$ cat src/rtl/dsp_pkg.sv
// ---------------------------------------------------------------------------
// dsp_pkg
// Shared definitions for the dsp_mac_pipe multiply-accumulate datapath.
//   - op encodings for the per-sample operation select
//   - mac_latency(): input-to-output latency in clock cycles
//   - sat_max()/sat_min(): saturation limits for a signed result of a given
//     width (returned right-aligned in 128 bits; the caller casts the value
//     down to its own width)
// ---------------------------------------------------------------------------
package dsp_pkg;

    localparam logic [1:0] OP_MUL    = 2'd0; // P = A*B
    localparam logic [1:0] OP_MULADD = 2'd1; // P = A*B + C
    localparam logic [1:0] OP_MACC   = 2'd2; // P = P_acc + A*B
    localparam logic [1:0] OP_CSUB   = 2'd3; // P = C - A*B

    // Input register stages, optional product register, then the final
    // accumulator register.
    function automatic int mac_latency(input int in_regs, input int mreg);
        return in_regs + mreg + 1;
    endfunction

    // Largest positive value of a w-bit signed number.
    function automatic logic [127:0] sat_max(input int w);
        return (128'd1 << (w - 1)) - 128'd1;
    endfunction

    // Most negative value of a w-bit signed number (low w bits are 10..0).
    function automatic logic [127:0] sat_min(input int w);
        return 128'd1 << (w - 1);
    endfunction

endpackage

$ cat src/rtl/dsp_delay_line.sv
// ---------------------------------------------------------------------------
// dsp_delay_line
// Fixed-depth shift register with asynchronous active-high reset. Every
// stage clears to zero on reset and shifts on every clock otherwise.
// Ports:
//   clk   in   clock
//   rst   in   asynchronous, active-high reset
//   din   in   W   data entering the first stage
//   dout  out  W   data leaving the last stage (DEPTH cycles later)
// DEPTH must be at least 1.
// ---------------------------------------------------------------------------
module dsp_delay_line #(
    parameter int W     = 1,
    parameter int DEPTH = 1
) (
    input  logic         clk,
    input  logic         rst,
    input  logic [W-1:0] din,
    output logic [W-1:0] dout
);

    logic [W-1:0] stage_q [DEPTH];

    always_ff @(posedge clk or posedge rst) begin
        if (rst) begin
            for (int i = 0; i < DEPTH; i++) begin
                stage_q[i] <= '0;
            end
        end else begin
            stage_q[0] <= din;
            for (int i = 1; i < DEPTH; i++) begin
                stage_q[i] <= stage_q[i-1];
            end
        end
    end

    assign dout = stage_q[DEPTH-1];

endmodule

$ cat src/rtl/dsp_mac_pipe.sv
// ---------------------------------------------------------------------------
// dsp_mac_pipe
// Signed multiply-accumulate pipeline with a valid-only handshake (no
// back-pressure). Each valid sample produces exactly one result,
// IN_REGS + MREG + 1 cycles later, in issue order.
//
// Ports:
//   clk        in   clock
//   rst        in   asynchronous, active-high reset
//   in_valid   in   sample valid; a/b/c/op/acc_clr are used only when high
//   a          in   A_W  signed operand A
//   b          in   B_W  signed operand B
//   c          in   P_W  signed addend C
//   op         in   2    0: A*B  1: A*B+C  2: P_acc+A*B  3: C-A*B
//   acc_clr    in   with op=2 the accumulator reads as 0; always clears ovf
//   out_valid  out  p holds a new result this cycle
//   p          out  P_W  signed result / accumulator (holds between results)
//   ovf        out  sticky overflow since reset or the last acc_clr
//
// Handshake: out_valid is a one-cycle pulse per accepted sample; there is
// no ready, so the consumer must take the result in the cycle it appears.
//
// Optional feature: define DSP_MAC_SAT_EN to saturate p on overflow instead
// of wrapping. ovf sets in both builds.
// ---------------------------------------------------------------------------
module dsp_mac_pipe
    import dsp_pkg::*;
#(
    parameter int A_W     = 30,
    parameter int B_W     = 18,
    parameter int P_W     = 48,
    parameter int IN_REGS = 1,
    parameter int MREG    = 0
) (
    input  logic           clk,
    input  logic           rst,
    input  logic           in_valid,
    input  logic [A_W-1:0] a,
    input  logic [B_W-1:0] b,
    input  logic [P_W-1:0] c,
    input  logic [1:0]     op,
    input  logic           acc_clr,
    output logic           out_valid,
    output logic [P_W-1:0] p,
    output logic           ovf
);

    localparam int LAT   = mac_latency(IN_REGS, MREG);
    localparam int M_W   = A_W + B_W;
    localparam int BUS_W = M_W + P_W + 3;

    if (P_W < A_W + B_W) begin : g_pw_check
        $error("dsp_mac_pipe: P_W must be >= A_W + B_W");
    end
    if (IN_REGS < 1 || IN_REGS > 2) begin : g_inregs_check
        $error("dsp_mac_pipe: IN_REGS must be 1 or 2");
    end
    if (MREG < 0 || MREG > 1) begin : g_mreg_check
        $error("dsp_mac_pipe: MREG must be 0 or 1");
    end

    // ---------------- input register stages ----------------
    // Bus layout: {a, b, c, op, acc_clr}
    logic [BUS_W-1:0] in_q;

    dsp_delay_line #(.W(BUS_W), .DEPTH(IN_REGS)) u_in_regs (
        .clk  (clk),
        .rst  (rst),
        .din  ({a, b, c, op, acc_clr}),
        .dout (in_q)
    );

    logic signed [A_W-1:0] a_q;
    logic signed [B_W-1:0] b_q;
    logic signed [M_W-1:0] prod;

    assign a_q  = in_q[BUS_W-1 -: A_W];
    assign b_q  = in_q[BUS_W-1-A_W -: B_W];
    // Full-width signed product; exact for every operand pair including
    // the most-negative * most-negative corner.
    assign prod = a_q * b_q;

    // ---------------- optional product register ----------------
    // Bus layout: {prod, c, op, acc_clr}
    logic [BUS_W-1:0] m_d;
    logic [BUS_W-1:0] m_q;

    assign m_d = {prod, in_q[P_W+2:0]};

    if (MREG == 1) begin : g_mreg
        dsp_delay_line #(.W(BUS_W), .DEPTH(1)) u_m_reg (
            .clk  (clk),
            .rst  (rst),
            .din  (m_d),
            .dout (m_q)
        );
    end else begin : g_no_mreg
        assign m_q = m_d;
    end

    logic signed [M_W-1:0] prod_m;
    logic        [P_W-1:0] c_m;
    logic        [1:0]     op_m;
    logic                  clr_m;

    assign prod_m = m_q[BUS_W-1 -: M_W];
    assign c_m    = m_q[P_W+2:3];
    assign op_m   = m_q[2:1];
    assign clr_m  = m_q[0];

    // ---------------- valid pipe ----------------
    // Runs alongside the data up to the final register.
    logic v_m;

    dsp_delay_line #(.W(1), .DEPTH(LAT-1)) u_vld (
        .clk  (clk),
        .rst  (rst),
        .din  (in_valid),
        .dout (v_m)
    );

    // ---------------- final add / accumulate stage ----------------
    logic signed [P_W-1:0] prod_ext;
    logic        [P_W-1:0] base;
    logic                  neg;
    logic        [P_W:0]   lhs;
    logic        [P_W:0]   rhs;
    logic        [P_W:0]   sum;
    logic                  of;
    logic        [P_W-1:0] res;

    assign prod_ext = P_W'(prod_m);

`ifdef DSP_MAC_SAT_EN
    localparam logic [P_W-1:0] SAT_MAX = P_W'(sat_max(P_W));
    localparam logic [P_W-1:0] SAT_MIN = P_W'(sat_min(P_W));
`endif

    always_comb begin
        base = '0;
        neg  = 1'b0;
        case (op_m)
            OP_MUL:    base = '0;
            OP_MULADD: base = c_m;
            OP_MACC:   base = clr_m ? '0 : p;  // 1-cycle feedback from p
            OP_CSUB: begin
                base = c_m;
                neg  = 1'b1;
            end
            default:   base = '0;
        endcase

        // One guard bit: the true result always fits in P_W+1 bits.
        lhs = {base[P_W-1], base};
        rhs = {prod_ext[P_W-1], prod_ext};
        sum = neg ? (lhs - rhs) : (lhs + rhs);
        of  = sum[P_W] ^ sum[P_W-1];

`ifdef DSP_MAC_SAT_EN
        // Guard bit carries the sign of the true sum.
        if (of) begin
            res = sum[P_W] ? SAT_MIN : SAT_MAX;
        end else begin
            res = sum[P_W-1:0];
        end
`else
        res = sum[P_W-1:0];
`endif
    end

    always_ff @(posedge clk or posedge rst) begin
        if (rst) begin
            out_valid <= 1'b0;
            p         <= '0;
            ovf       <= 1'b0;
        end else begin
            out_valid <= v_m;
            if (v_m) begin
                p   <= res;
                // acc_clr drops the history; this sample's overflow still counts.
                ovf <= of | (ovf & ~clr_m);
            end
        end
    end

endmodule

$ cat config.mk
export PLATFORM = sky130hd
export DESIGN_NAME = dsp_mac_pipe
export DESIGN_NICKNAME = d
export VERILOG_FILES = /design/src/rtl/dsp_pkg.sv /design/src/rtl/dsp_delay_line.sv /design/src/rtl/dsp_mac_pipe.sv
export SDC_FILE = /design/constraint.sdc
export NUM_CORES = 2
export LEC_CHECK = 0
export ABC_AREA = 1
export CAP_MARGIN = 30
export CORE_ASPECT_RATIO = 0.75
export CORE_UTILIZATION = 69
export CTS_CLUSTER_DIAMETER = 150
export DETAILED_ROUTE_END_ITERATION = 12
export PLACE_DENSITY_LB_ADDON = 0.1
export SYNTH_ARGS = -nofsm -noshare
export SYNTH_HDL_FRONTEND = slang
export SYNTH_SLANG_ARGS = --single-unit
$ cat constraint.sdc
create_clock -name clk -period 17.25 [get_ports clk]
set_input_delay 3.45 -clock clk [delete_from_list [all_inputs] [get_ports clk]]
set_output_delay 3.45 -clock clk [all_outputs]
set_load 0.02 [all_outputs]
# Yosys cells after proc, flatten, opt, wreduce, memory -nomap -nowiden
# Cells that the tools add are included.
# W data, S select, Z words.
# totals
register_bits,150
input_bits,102
# op_classes
n_mul,1
bitwise,4
add_sub_neg,2
muxes,4
n_eq_ne,3
n_reduce_logical,2
# op_table
op,count
$pmux W48 S3,1
$add A48 B48 Y49,1
$mux W49,1
$sub A48 B48 Y49,1
$mul A30 B18 Y48,1
$mux W48,1
$eq A2 B2 Y1 const B,2
$eq A2 B1 Y1 const B,1
$logic_not A2 Y1,1
$reduce_or A2 Y1,1
$and A1 B1 Y1,1
$mux W1,1
$not A1 Y1,1
$or A1 B1 Y1,1
$xor A1 B1 Y1,1

# Longest topological paths before layout
# logic_depth
depth_word,7
mapped_depth,55
ltp_nobuf,53

# By module
# From an unflattened synthesis, not the netlist that was laid out.
# unflattened
cells_unflattened,4027
area_unflattened_um2,29948.7
# by_module_without_submodules
mod,seq_area_each_um2,area_each_um2,n_inst,cells_each
dsp_mac_pipe,1251.2,27438.8,1,3925
dsp_delay_line (u_in_regs),2477.4,2481.1,1,100
dsp_delay_line (u_vld),25.0,28.8,1,2

# Least setup slack after synthesis
# No wires, ideal clock.
# synth_path
path_kind,register to register
startpoint,"register u_in_regs.stage_q, in the netlist u_in_regs.dout[82]"
endpoint,register ovf
path_slack_ns,9.277
path_buffers,2
required_time_ns,17.129
path_stages_with_launch,46
arrival_time_ns,7.852
setup_ns,0.121
period_less_slack_ns,7.973
path_cell_list,dfrtp_1 -> clkbuf_1 -> buf_1 -> nand2_1 -> fa_1 -> inv_1 -> fa_1 -> inv_1 -> fa_1 -> inv_1 -> fa_1 -> fa_1 -> inv_1 -> fa_1 -> inv_1 -> ha_1 -> nand2_1 -> nor2_2 -> [10 not listed] -> nor3_4 -> a21oi_1 -> xnor2_1 -> ha_1 -> nand2_1 -> nor2_1 -> inv_1 -> nor4_1 -> nand3_1 -> nand3_1 -> nand2_1 -> nand3_1 -> xor2_1 -> nand2_1 -> nand2_1 -> nand3_1 -> nand3_1 -> nand2_1
# synth_via
elab_chain_cells,5
elab_cells_between_ends,6
classes_between,add/sub (2); mul (1); mux (1); bitwise (2)
# synth_lines
element,line,source
start: declaration,dsp_delay_line.sv:22,logic [W-1:0] stage_q [DEPTH];
start signal: indexed assignment,dsp_delay_line.sv:32,stage_q[i] <= stage_q[i-1];
$mul A30 B18 Y48 *,dsp_mac_pipe.sv:81,assign prod = a_q * b_q;
$add A48 B48 Y49 or $sub A48 B48 Y49 (tied branches),dsp_mac_pipe.sv:156,sum = neg ? (lhs - rhs) : (lhs + rhs);
$mux W49 *,dsp_mac_pipe.sv:156,
$xor A1 B1 Y1 *,dsp_mac_pipe.sv:157,of = sum[P_W] ^ sum[P_W-1];
$or A1 B1 Y1 *,dsp_mac_pipe.sv:181,ovf <= of | (ovf & ~clr_m);
end signal: assignment,dsp_mac_pipe.sv:181,
end: declaration,dsp_mac_pipe.sv:45,output logic ovf
# Mark *: on every way between the ends. The rest lies on a longest branch, timed or not.
# A chain may end at the register's enable or synchronous reset.

# Worst setup path in the final report
# layout_path
startpoint,"register u_in_regs.stage_q, in the netlist u_in_regs.dout[89]"
endpoint,register ovf
# The elaborated chain is that of the path after synthesis.

==> summary.txt <==
Logic synthesis
  • Cells after Synth: 4004
  • Cell variety after synth: 51
  • Syn_nets: about 4.8k
  • Seq/Total Area, Yosys: 12.5%
  • Seq cells post-synth: 150
  • Top cells by area, synth: fa_1 35%, nand2_1 14%, inv_1 13%, dfrtp_1 13%, ha_1 6.9%
  • Ys flop type: dfrtp_1
  • Total of warnings raised by yosys: 0
  • Post-synth top area share: a little over a third
  • Mapped Avg Cell Area: between 7 and 8 sq um
  • Synthesized cell area: 29900 sq um
  • Ys async rst share: 100%
  • Count of flip-flops with a built-in enable after synthesis: 0
  • Post-synth top cells: 1139 x nand2_1, 1073 x inv_1, 522 x fa_1
  • Cell with the most instances after synthesis: nand2_1
  • Synth area leader: fa_1

GRT
  • Vias in the first global route: 26.0k
  • Largest net degree at the start of global routing: 82
  • Initial antenna violation count: 0
  • First-pass GRT wire length: approximately 130000 um
  • GRT Overall Usage: roughly two fifths
  • Congestion Overflow GR: 0

Drt
  • Final ANT Viol Nets: 0
  • WL final: about 81000 um
  • Drt via density: 5.49
  • Residual DRC count: 0
  • Drt first pass iters: 7
  • DR iter-0 viols: 2462
  • Vias: between 20k and 30k
  • Post-DR wirelength/cell: 17.4 um

Floorplanning
  • Rows: 65
  • Core area: about 42000 sq um
  • Ports: ~150
  • Total die area: 44200 sq um
  • Die X: 242 um
  • Starting Density: a little over two thirds
  • Overall die height: approximately 180 um

Final layout
  • Nets@finish: 4846
  • Share of cells above drive strength 1: 3.86%
  • Diode count: 0
  • Layout Area Growth over Synthesis: 8.53%

Timing
  • Max-slew violations: 0
  • Worst Max-Slew Pin Slew: 1.26 ns
  • Setup TNS: 0 ns
  • Final setup violation count: 0
  • Final min period: 9.84 ns
  • Relative slew slack: ~15%
  • Final Hold Slack: between 0.5 and 0.6 ns
  • Clock Skews: about 0.025 ns
  • Final Cycle Share: a little under three fifths
  • Final hold violations: 0
  • RSZ-0062 raised after global routing: false
  • Fmax: between 100 and 150 MHz

Clock network
  • Reg clk slew, reported paths: 0.08 ns
  • Clock Sinks: 150
  • Post-CTS Setup Inserts: 0
  • Clk_lat worst skew: between 0.4 and 0.5 ns
  • Post-CTS sizing: 0
  • Hold_buf cts: 0
  • CTS tree: yes
  • CTS buffer count: 17
  • H-tree depth: 4
  • Clock root buffer master: clkbuf_16
  • Max clock buf depth: 2

Setup path
  • Critical path endpoint category: register
  • Crit path kind: register to register
  • CP top delay family: adder cells
  • Buf+Inv Stages, Crit Path: 7
  • Worst endpoint required time: about 18 ns
  • Max incr delay on CP: between 1 and 1.5 ns
  • CP max FO: 18
  • Startpoint type of the worst setup path: register
  • Critical path depth: 43
  • Critical Path Most Common Cell: nand2_1
  • Worst R2R Path Depth: 43
  • Slowest CP cell: dfrtp_1
  • WP data arrival: about 10 ns

Status
  • Status: finished clean

Hold path
  • Hold Crit Class: register to register
  • WHS Path Cells: 2

Place
  • Placer Congestion: ~1
  • DP HPWL: 64800 um
  • IO Port Bufs: ~150

Job
  • Max-cap violations: 0
-- worst paths after layout --
| kind | from | to | slack, ns |
|---|---|---|---|
| worst max register to register | u_in_regs.dout[89]$_DFF_PP0_ | ovf$_DFFE_PP0P_ | 7.41 |
| max in group asynchronous | rst | u_in_regs.dout[37]$_DFF_PP0_ | 12.37 |
| worst min-delay path | p[44]$_DFFE_PP0P_ | p[44]$_DFFE_PP0P_ | 0.52 |
| worst max-delay path | u_in_regs.dout[89]$_DFF_PP0_ | ovf$_DFFE_PP0P_ | 7.41 |
| worst min register to register | p[44]$_DFFE_PP0P_ | p[44]$_DFFE_PP0P_ | 0.52 |
| min in group asynchronous | rst | u_in_regs.dout[7]$_DFF_PP0_ | 3.49 |
-- metrics by stage --
stage	cells	setup slack, ns	utilization [%]	cell area (sq um)
final	4638	7.41	76.6	32500
after global placement	4602	7.67	75.0	31800
after CTS	4638	7.77	76.6	32500
after global routing	4638	6.79	76.6	32500
after floorplan	4004	9.28	-	29900
after detailed placement	4606	7.80	75.2	31900
-- cell type report --
class / count / area [sq um]
clock inverters: 14 / 158
flip-flops and latches: 150 / 3750
well taps: 569 / 712
repair buffers: 176 / 1780
clock buffers: 18 / 439
multi-input cells: 2624 / 21500
fillers: 3220 / 9900
inverters: 1087 / 4090
-- worst reg2reg max path: cells and delay by family, from the launching register on --
| kind | cells | cell delay [ns] |
|---|---|---|
| AOI/OAI and AO/OA | 4 | 0.91 |
| xor gates and xnor gates | 1 | 0.23 |
| adders and majority gates | 8 | 3.87 |
| and+or+nand+nor | 23 | 3.26 |
| buffers and inverters | 7 | 0.41 |
| DFF | 1 | 1.03 |
-- cells by family (layout without fill, tap and decap cells) --
logic type      Yosys count  count (layout)  share of synthesized area (%)
buf+inv                1230            1295                           15.5
flops                   150             150                           12.5
fa+ha+maj               688             688                           41.9
simple gates           1573            1573                           21.5
xor+xnor                 84              84                           2.62
compound gates          279             279                           5.95
-- layer usage --
metal	part of all wire (%)	up-vias	global-route usage, %
li1	-	11800	-
met2	43	1384	59.3
met1	42	12200	54.7
met5	0	-	0
met4	2.6	0	11.8
met3	12	190	10.7
-- placed cells by master (no fill, tap or decap), types with 18 or more instances in the layout --
master,instances
nand2_2,21
nor2_1,205
nand2_1,1139
inv_1,1072
o21ai_0,74
nand3_1,91
a21oi_1,88
xor2_1,56
nor2_2,18
fa_1,522
nand4_1,33
ha_1,166
or2_2,21
xnor2_1,23
dfrtp_1,150
clkdlybuf4s50_1,151
buf_4,21
a32o_1,46
-- registers in the layout, indices dropped and copies added (netlist names) --
name	flops
u_vld.dout	1
out_valid	1
ovf	1
p	48
u_in_regs.dout	99
Power is left out: the tool's default activity adds up to more than one toggle a clock period on the data nets, which glitch-free logic cannot reach.
